==> src/rtl/reg_file_mp_if.sv <==
// rtl/reg_file_mp_if.sv - register file port bundle (decode reads, writeback write, optional reservations)
interface reg_file_mp_if #(
  parameter int DATA_W = 32,
  parameter int ADDR_W = 5,
  parameter int NUM_RD = 2
);
  logic [NUM_RD-1:0]        rd_en;
  logic [NUM_RD*ADDR_W-1:0] rd_addr;
  logic [NUM_RD*DATA_W-1:0] dout;
  logic [NUM_RD-1:0]        dvalid;
  logic                     we;
  logic [ADDR_W-1:0]        wr_addr;
  logic [DATA_W-1:0]        din;
`ifdef REGFILE_SCOREBOARD_EN
  logic                     rsv_en;
  logic [ADDR_W-1:0]        rsv_addr;
  logic [NUM_RD-1:0]        rd_busy;

  modport master (output rd_en, rd_addr, we, wr_addr, din, rsv_en, rsv_addr,
                  input  dout, dvalid, rd_busy);
  modport slave  (input  rd_en, rd_addr, we, wr_addr, din, rsv_en, rsv_addr,
                  output dout, dvalid, rd_busy);
`else
  modport master (output rd_en, rd_addr, we, wr_addr, din,
                  input  dout, dvalid);
  modport slave  (input  rd_en, rd_addr, we, wr_addr, din,
                  output dout, dvalid);
`endif
endinterface

==> src/rtl/reg_file_mp.sv <==
// rtl/reg_file_mp.sv - multi-read-port register file with write bypass; busy scoreboard under REGFILE_SCOREBOARD_EN
module reg_file_mp #(
  parameter int DATA_W   = 32,
  parameter int ADDR_W   = 5,
  parameter int NUM_RD   = 2,
  parameter int ZERO_REG = 1
) (
  input logic         clk,
  input logic         rst_n,
  reg_file_mp_if.slave rf
);
  localparam int DEPTH = 1 << ADDR_W;
  localparam bit ZR    = (ZERO_REG != 0);

  logic [DATA_W-1:0] mem      [DEPTH];
  logic [DATA_W-1:0] rd_word  [NUM_RD];
  logic [ADDR_W-1:0] rd_a     [NUM_RD];
  logic [DATA_W-1:0] dout_q   [NUM_RD];
  logic [NUM_RD-1:0] dvalid_q;
  logic              wr_ok;

  assign wr_ok = rf.we && !(ZR && rf.wr_addr == '0);

  always_ff @(posedge clk) begin
    if (!rst_n) begin
      for (int j = 0; j < DEPTH; j++) mem[j] <= '0;
    end else if (wr_ok) begin
      mem[rf.wr_addr] <= rf.din;
    end
  end

  // Same-edge write to the read address forwards din so decode never sees stale data
  for (genvar i = 0; i < NUM_RD; i++) begin : g_rd
    assign rd_a[i]    = rf.rd_addr[i*ADDR_W +: ADDR_W];
    assign rd_word[i] = (ZR && rd_a[i] == '0)             ? '0     :
                        (wr_ok && rf.wr_addr == rd_a[i]) ? rf.din :
                                                            mem[rd_a[i]];
  end

  always_ff @(posedge clk) begin
    if (!rst_n) begin
      for (int i = 0; i < NUM_RD; i++) dout_q[i] <= '0;
      dvalid_q <= '0;
    end else begin
      for (int i = 0; i < NUM_RD; i++) begin
        dvalid_q[i] <= rf.rd_en[i];
        if (rf.rd_en[i]) dout_q[i] <= rd_word[i];
      end
    end
  end

  always_comb begin
    rf.dout = '0;
    for (int i = 0; i < NUM_RD; i++) rf.dout[i*DATA_W +: DATA_W] = dout_q[i];
  end
  assign rf.dvalid = dvalid_q;

`ifdef REGFILE_SCOREBOARD_EN
  logic [DEPTH-1:0]  busy;
  logic [DEPTH-1:0]  busy_nxt;
  logic [NUM_RD-1:0] rd_busy_q;

  // Reservation is applied after the writeback clear so a same-address pair leaves the bit set
  always_comb begin
    busy_nxt = busy;
    if (rf.we) busy_nxt[rf.wr_addr] = 1'b0;
    if (rf.rsv_en && !(ZR && rf.rsv_addr == '0)) busy_nxt[rf.rsv_addr] = 1'b1;
  end

  always_ff @(posedge clk) begin
    if (!rst_n) begin
      busy      <= '0;
      rd_busy_q <= '0;
    end else begin
      busy <= busy_nxt;
      for (int i = 0; i < NUM_RD; i++)
        if (rf.rd_en[i]) rd_busy_q[i] <= busy_nxt[rd_a[i]];
    end
  end

  assign rf.rd_busy = rd_busy_q;
`endif
endmodule
==> src/flat_wrapper.sv <==
// flat-port wrapper written by rule: the top's interface ports become plain ports
module reg_file_mp_flat 
#(
  parameter int DATA_W   = 32,
  parameter int ADDR_W   = 5,
  parameter int NUM_RD   = 2,
  parameter int ZERO_REG = 1
)
  (clk, rst_n, rf_rd_en, rf_rd_addr, rf_we, rf_wr_addr, rf_din, rf_dout, rf_dvalid);
  reg_file_mp_if #(.DATA_W(DATA_W), .ADDR_W(ADDR_W), .NUM_RD(NUM_RD)) rf_i ();
  input logic clk;
  input logic rst_n;
  input wire logic [$bits(rf_i.rd_en)-1:0] rf_rd_en;
  input wire logic [$bits(rf_i.rd_addr)-1:0] rf_rd_addr;
  input wire logic [$bits(rf_i.we)-1:0] rf_we;
  input wire logic [$bits(rf_i.wr_addr)-1:0] rf_wr_addr;
  input wire logic [$bits(rf_i.din)-1:0] rf_din;
  output wire logic [$bits(rf_i.dout)-1:0] rf_dout;
  output wire logic [$bits(rf_i.dvalid)-1:0] rf_dvalid;
  assign rf_i.rd_en = rf_rd_en;
  assign rf_i.rd_addr = rf_rd_addr;
  assign rf_i.we = rf_we;
  assign rf_i.wr_addr = rf_wr_addr;
  assign rf_i.din = rf_din;
  assign rf_dout = rf_i.dout;
  assign rf_dvalid = rf_i.dvalid;
  reg_file_mp #(.DATA_W(DATA_W), .ADDR_W(ADDR_W), .NUM_RD(NUM_RD), .ZERO_REG(ZERO_REG)) u_core (.clk(clk), .rst_n(rst_n), .rf(rf_i));
endmodule
==> config.mk <==
export PLATFORM = sky130hd
export DESIGN_NAME = reg_file_mp_flat
export DESIGN_NICKNAME = d
export VERILOG_FILES = /design/src/rtl/reg_file_mp_if.sv /design/src/rtl/reg_file_mp.sv /design/src/flat_wrapper.sv
export SDC_FILE = /design/constraint.sdc
export NUM_CORES = 2
export LEC_CHECK = 0
export CAP_MARGIN = 20
export CORE_UTILIZATION = 55
export DETAILED_ROUTE_END_ITERATION = 6
export GPL_TIMING_DRIVEN = 0
export PLACE_DENSITY_LB_ADDON = 0.05
export SYNTH_ARGS = -nofsm -noshare
export SYNTH_HDL_FRONTEND = slang
export SYNTH_SLANG_ARGS = --single-unit
==> constraint.sdc <==
create_clock -name clk -period 3.7 [get_ports clk]
set_input_delay 0.37 -clock clk [delete_from_list [all_inputs] [get_ports clk]]
set_output_delay 0.37 -clock clk [all_outputs]
set_load 0.02 [all_outputs]
==> impl_metrics.csv <==
group,metric,value,unit
power_and_ir_drop,ir_drop,460,uV
outcome,status,"complete, but fails checks",
power_and_ir_drop,power.net_switching,0.00812,W
logic_synthesis,synthAdderAreaFrac,0,%
route,remaining_drc_errors,0,
placement,pre_cts_ws,-1.04,ns
finish,fillers,7696,
route,ant_nets,0,
logic_synthesis,synth_top_family_by_area,"multiplexers",
logic_synthesis,synthArstFlopShare,0,%
clocking,clk_path_buf_depth,3,
critical_path,critical_path_required,4.14,ns
logic_synthesis,synth.ff_latch_count,1090,
route,firstDrtPassIters,6,
logic_synthesis,synth-seq-area-share,57.6,%
die,die_y,323,microns
route,via_per_inst,7.04,
grt,grt_pass1_vias,38600,
sta,slew_viol_final,0,
finish,nNetsFinal,4251,
route,wl,228000,microns
sta,holdWs,0.308,ns
logic_synthesis,ys.flop_type,"edfxtp_1",
power_and_ir_drop,leakage,22.6,nW
clocking,clock_sinks,1090,
critical_path,cp_slowest_stage_delay,0.69,ns
grt,grt_antenna_before_repair,6,
power_and_ir_drop,power_frac_seq,48.3,%
sta,tightest_slew,1.26,ns
finish,drive_above_1_share,17.8,%
sta,min_period_over_period,105,%
critical_path,critPathKind,"in -> reg",
power_and_ir_drop,power.density,468,nW/um^2
power_and_ir_drop,clock_power_share,38.0,%
placement,routabilityCongestion,1.07,
critical_path,cp-end-kind,"flip-flop",
die,die-area,105000,sq um
sta,fmax,257,MHz
critical_path,cp_max_fo,10,
critical_path,cpLargestDelayFamily,"buffers and inverters",
power_and_ir_drop,combPwrFrac,13.7,%
logic_synthesis,syn_area,56800,sq um
clocking,cts_buffers,118,
placement,portBuffers,108,
sta,skew,0.0203,ns
grt,grt_pass1_wl,307000,microns
job,drv_cap,0,
power_and_ir_drop,swShare,26.7,%
logic_synthesis,synth_edf_count,1088,
clocking,worst_skew_pair.late_latency,0.74,ns
grt,grt_usage,44.0,%
die,rows,117,
logic_synthesis,avgSynthCellArea,14.7,sq um
sta,rsz0062_at_grt,"no",
route,drt-initial-drc-count,6410,
logic_synthesis,ys_types,48,
grt,overflow,0,
power_and_ir_drop,p_int,0.0223,W
sta,max_slew_margin,15.9,%
outcome,violations,"setup timing",
sta,period_minus_slack,3.89,ns
critical_path,crit_path_top_delay_cell,"a22oi_1",
critical_path,cp.arrival,4.33,ns
clocking,h-tree-depth,3,
sta,setup_violations,35,
die,initial_core_util,55.6,%
sta,hold_violations,0,
critical_path,cp_num_buf_inv,4,
sta,fin_ws,-0.187,ns
die,die_x,323,microns
placement,place_hpwl,167000,microns
clocking,cts-root-buf,"clkbuf_16",
die,coreArea,102000,sq um
grt,grt_max_degree,26,
logic_synthesis,synth-compound-area-share,6.76,%
clocking,cts_tree,"yes",
logic_synthesis,yosys_warnings,0,
clocking,path_clk_slew,0.06,ns
route,wl_per_cell,40.2,microns
hold_path,hold_path_class,"in -> reg",
finish,stdcell_count,5667,
logic_synthesis,muxShareOfSynthArea,20.0,%
critical_path,start_kind,"input pin",
logic_synthesis,synth_xor_area_share,0.154,%
critical_path,path_cells,"clkdlybuf4s50_1, buf_2, buf_2, clkbuf_2, mux4_2, a22oi_1, nand4_1, a32o_1",
critical_path,crit_path_frequent_cell,"buf_2",
finish,area_growth,14.4,%
logic_synthesis,synth_simple_gate_area_share,12.5,%
route,vias,39900,
finish,fin_util,63.7,%
die,boundaryPins,118,
logic_synthesis,syn_inst,3867,
placement,numPlacedInstances,5435,
## worst paths after layout
check,start,depth (start not counted),slack [ns],end
setup / recovery,rf_rd_addr[7],8,-0.19,u_core.dout_q[0][46]$_SDFFCE_PP0P_
hold / removal,rf_rd_en[1],2,0.31,u_core.rf.dvalid[1]$_SDFF_PN0_
setup reg to reg,u_core.mem[25][14]$_SDFFCE_PN0P_,4,0.97,u_core.dout_q[0][46]$_SDFFCE_PP0P_
hold reg to reg,u_core.mem[15][30]$_SDFFCE_PN0P_,4,0.96,u_core.dout_q[0][62]$_SDFFCE_PP0P_
## sequential cells by signal, summed over array words and instances, names as in the netlist
register and cells:
u_core.mem 1024, u_core.rf.dvalid 2, u_core.dout_q 64
## power by group through the flow
stage | registers [W] | logic (W) | clock network, W
5_1_grt | 0.0147 | 0.00417 | 0.0119
4_1_cts | 0.0147 | 0.00401 | 0.0115
6_report | 0.0147 | 0.00416 | 0.0116
2_1_floorplan | 0.0149 | 0.00203 | 0
3_3_place_gp | 0.0150 | 0.00379 | 0
3_5_place_dp | 0.0149 | 0.00399 | 0
## area by class of cell
class	instances	area [sq um]	area share, %
Antenna cell	8	20.0	0.0308
Buffer	414	1700	2.62
Clock buffer	148	3110	4.78
Clock inverter	64	512	0.788
Inverter	4	15.0	0.0231
Multi-Input combinational cell	2389	22800	35.2
Sequential cell	1090	32700	50.3
Tap cell	1368	1710	2.63
Timing Repair Buffer	182	2340	3.61
## placed cells by master (no fill, tap or decap), drive strengths merged, types with 44 or more instances in the layout
master / n
a21oi: 55
a221oi: 76
a22oi: 132
and2: 998
buf: 182
clkbuf: 454
clkdlybuf4s50: 108
clkinv: 53
edfxtp: 1088
mux2i: 271
mux4: 377
nand2: 98
nor2: 44
## through the flow
stage | setup TNS [ns] | instance area, sq um | total power (W)
floorplan | -123.96 | 56900 | 0.0169
global placement | -3122.49 | 59700 | 0.0188
detailed placement | -192.78 | 61200 | 0.0189
CTS | 0 | 64800 | 0.0301
global route | 0 | 64900 | 0.0308
finish | -2.34 | 65000 | 0.0304
## cells in the mapped netlist, types with 10 or more instances
cell type	instances	area share (%)
o21ai_0	32	0.28
a211oi_1	14	0.19
nand2_1	98	0.65
o21bai_1	32	0.42
nor2b_1	11	0.12
a21oi_1	55	0.48
buf_1	16	0.11
buf_2	84	0.74
nand4_1	12	0.13
mux2_2	13	0.26
a22o_1	16	0.25
a32o_1	12	0.21
a221o_1	33	0.58
clkbuf_1	306	2.0
o22ai_1	14	0.15
and2_1	998	11
mux2i_1	271	4.8
o31ai_1	15	0.20
a221oi_1	76	1.2
mux4_2	377	15
nor2_1	44	0.29
o22a_1	11	0.17
a22oi_1	132	1.7
edfxtp_1	1088	58
a2111oi_0	14	0.22
xnor2_1	10	0.15
o221ai_1	32	0.49
## cells by family after synthesis
| logic type | after synthesis |
|---|---|
| AO/OA/AOI/OAI | 500 |
| XOR/XNOR | 10 |
| buffers and inverters | 419 |
| flip-flops | 1090 |
| multiplexers | 661 |
| other | 1 |
| AND/OR/NAND/NOR | 1186 |
## what timing repair did
action / CTS / global route
buffers inserted: 0 / 6
hold buffers: 0 / 0
pin swaps: 0 / 1
gates resized for setup: 5 / 5
endpoints found under the setup margin: 13 / 66
hold endpoints to repair: 0 / 0
## per-layer routing
layer / share of wire (%) / global-route usage [%]
met5: 0.0057 / 0
met4: 9.3 / 33.4
met3: 13 / 13.0
met2: 43 / 63.7
met1: 35 / 55.9
(Power assumes the default switching activity.)
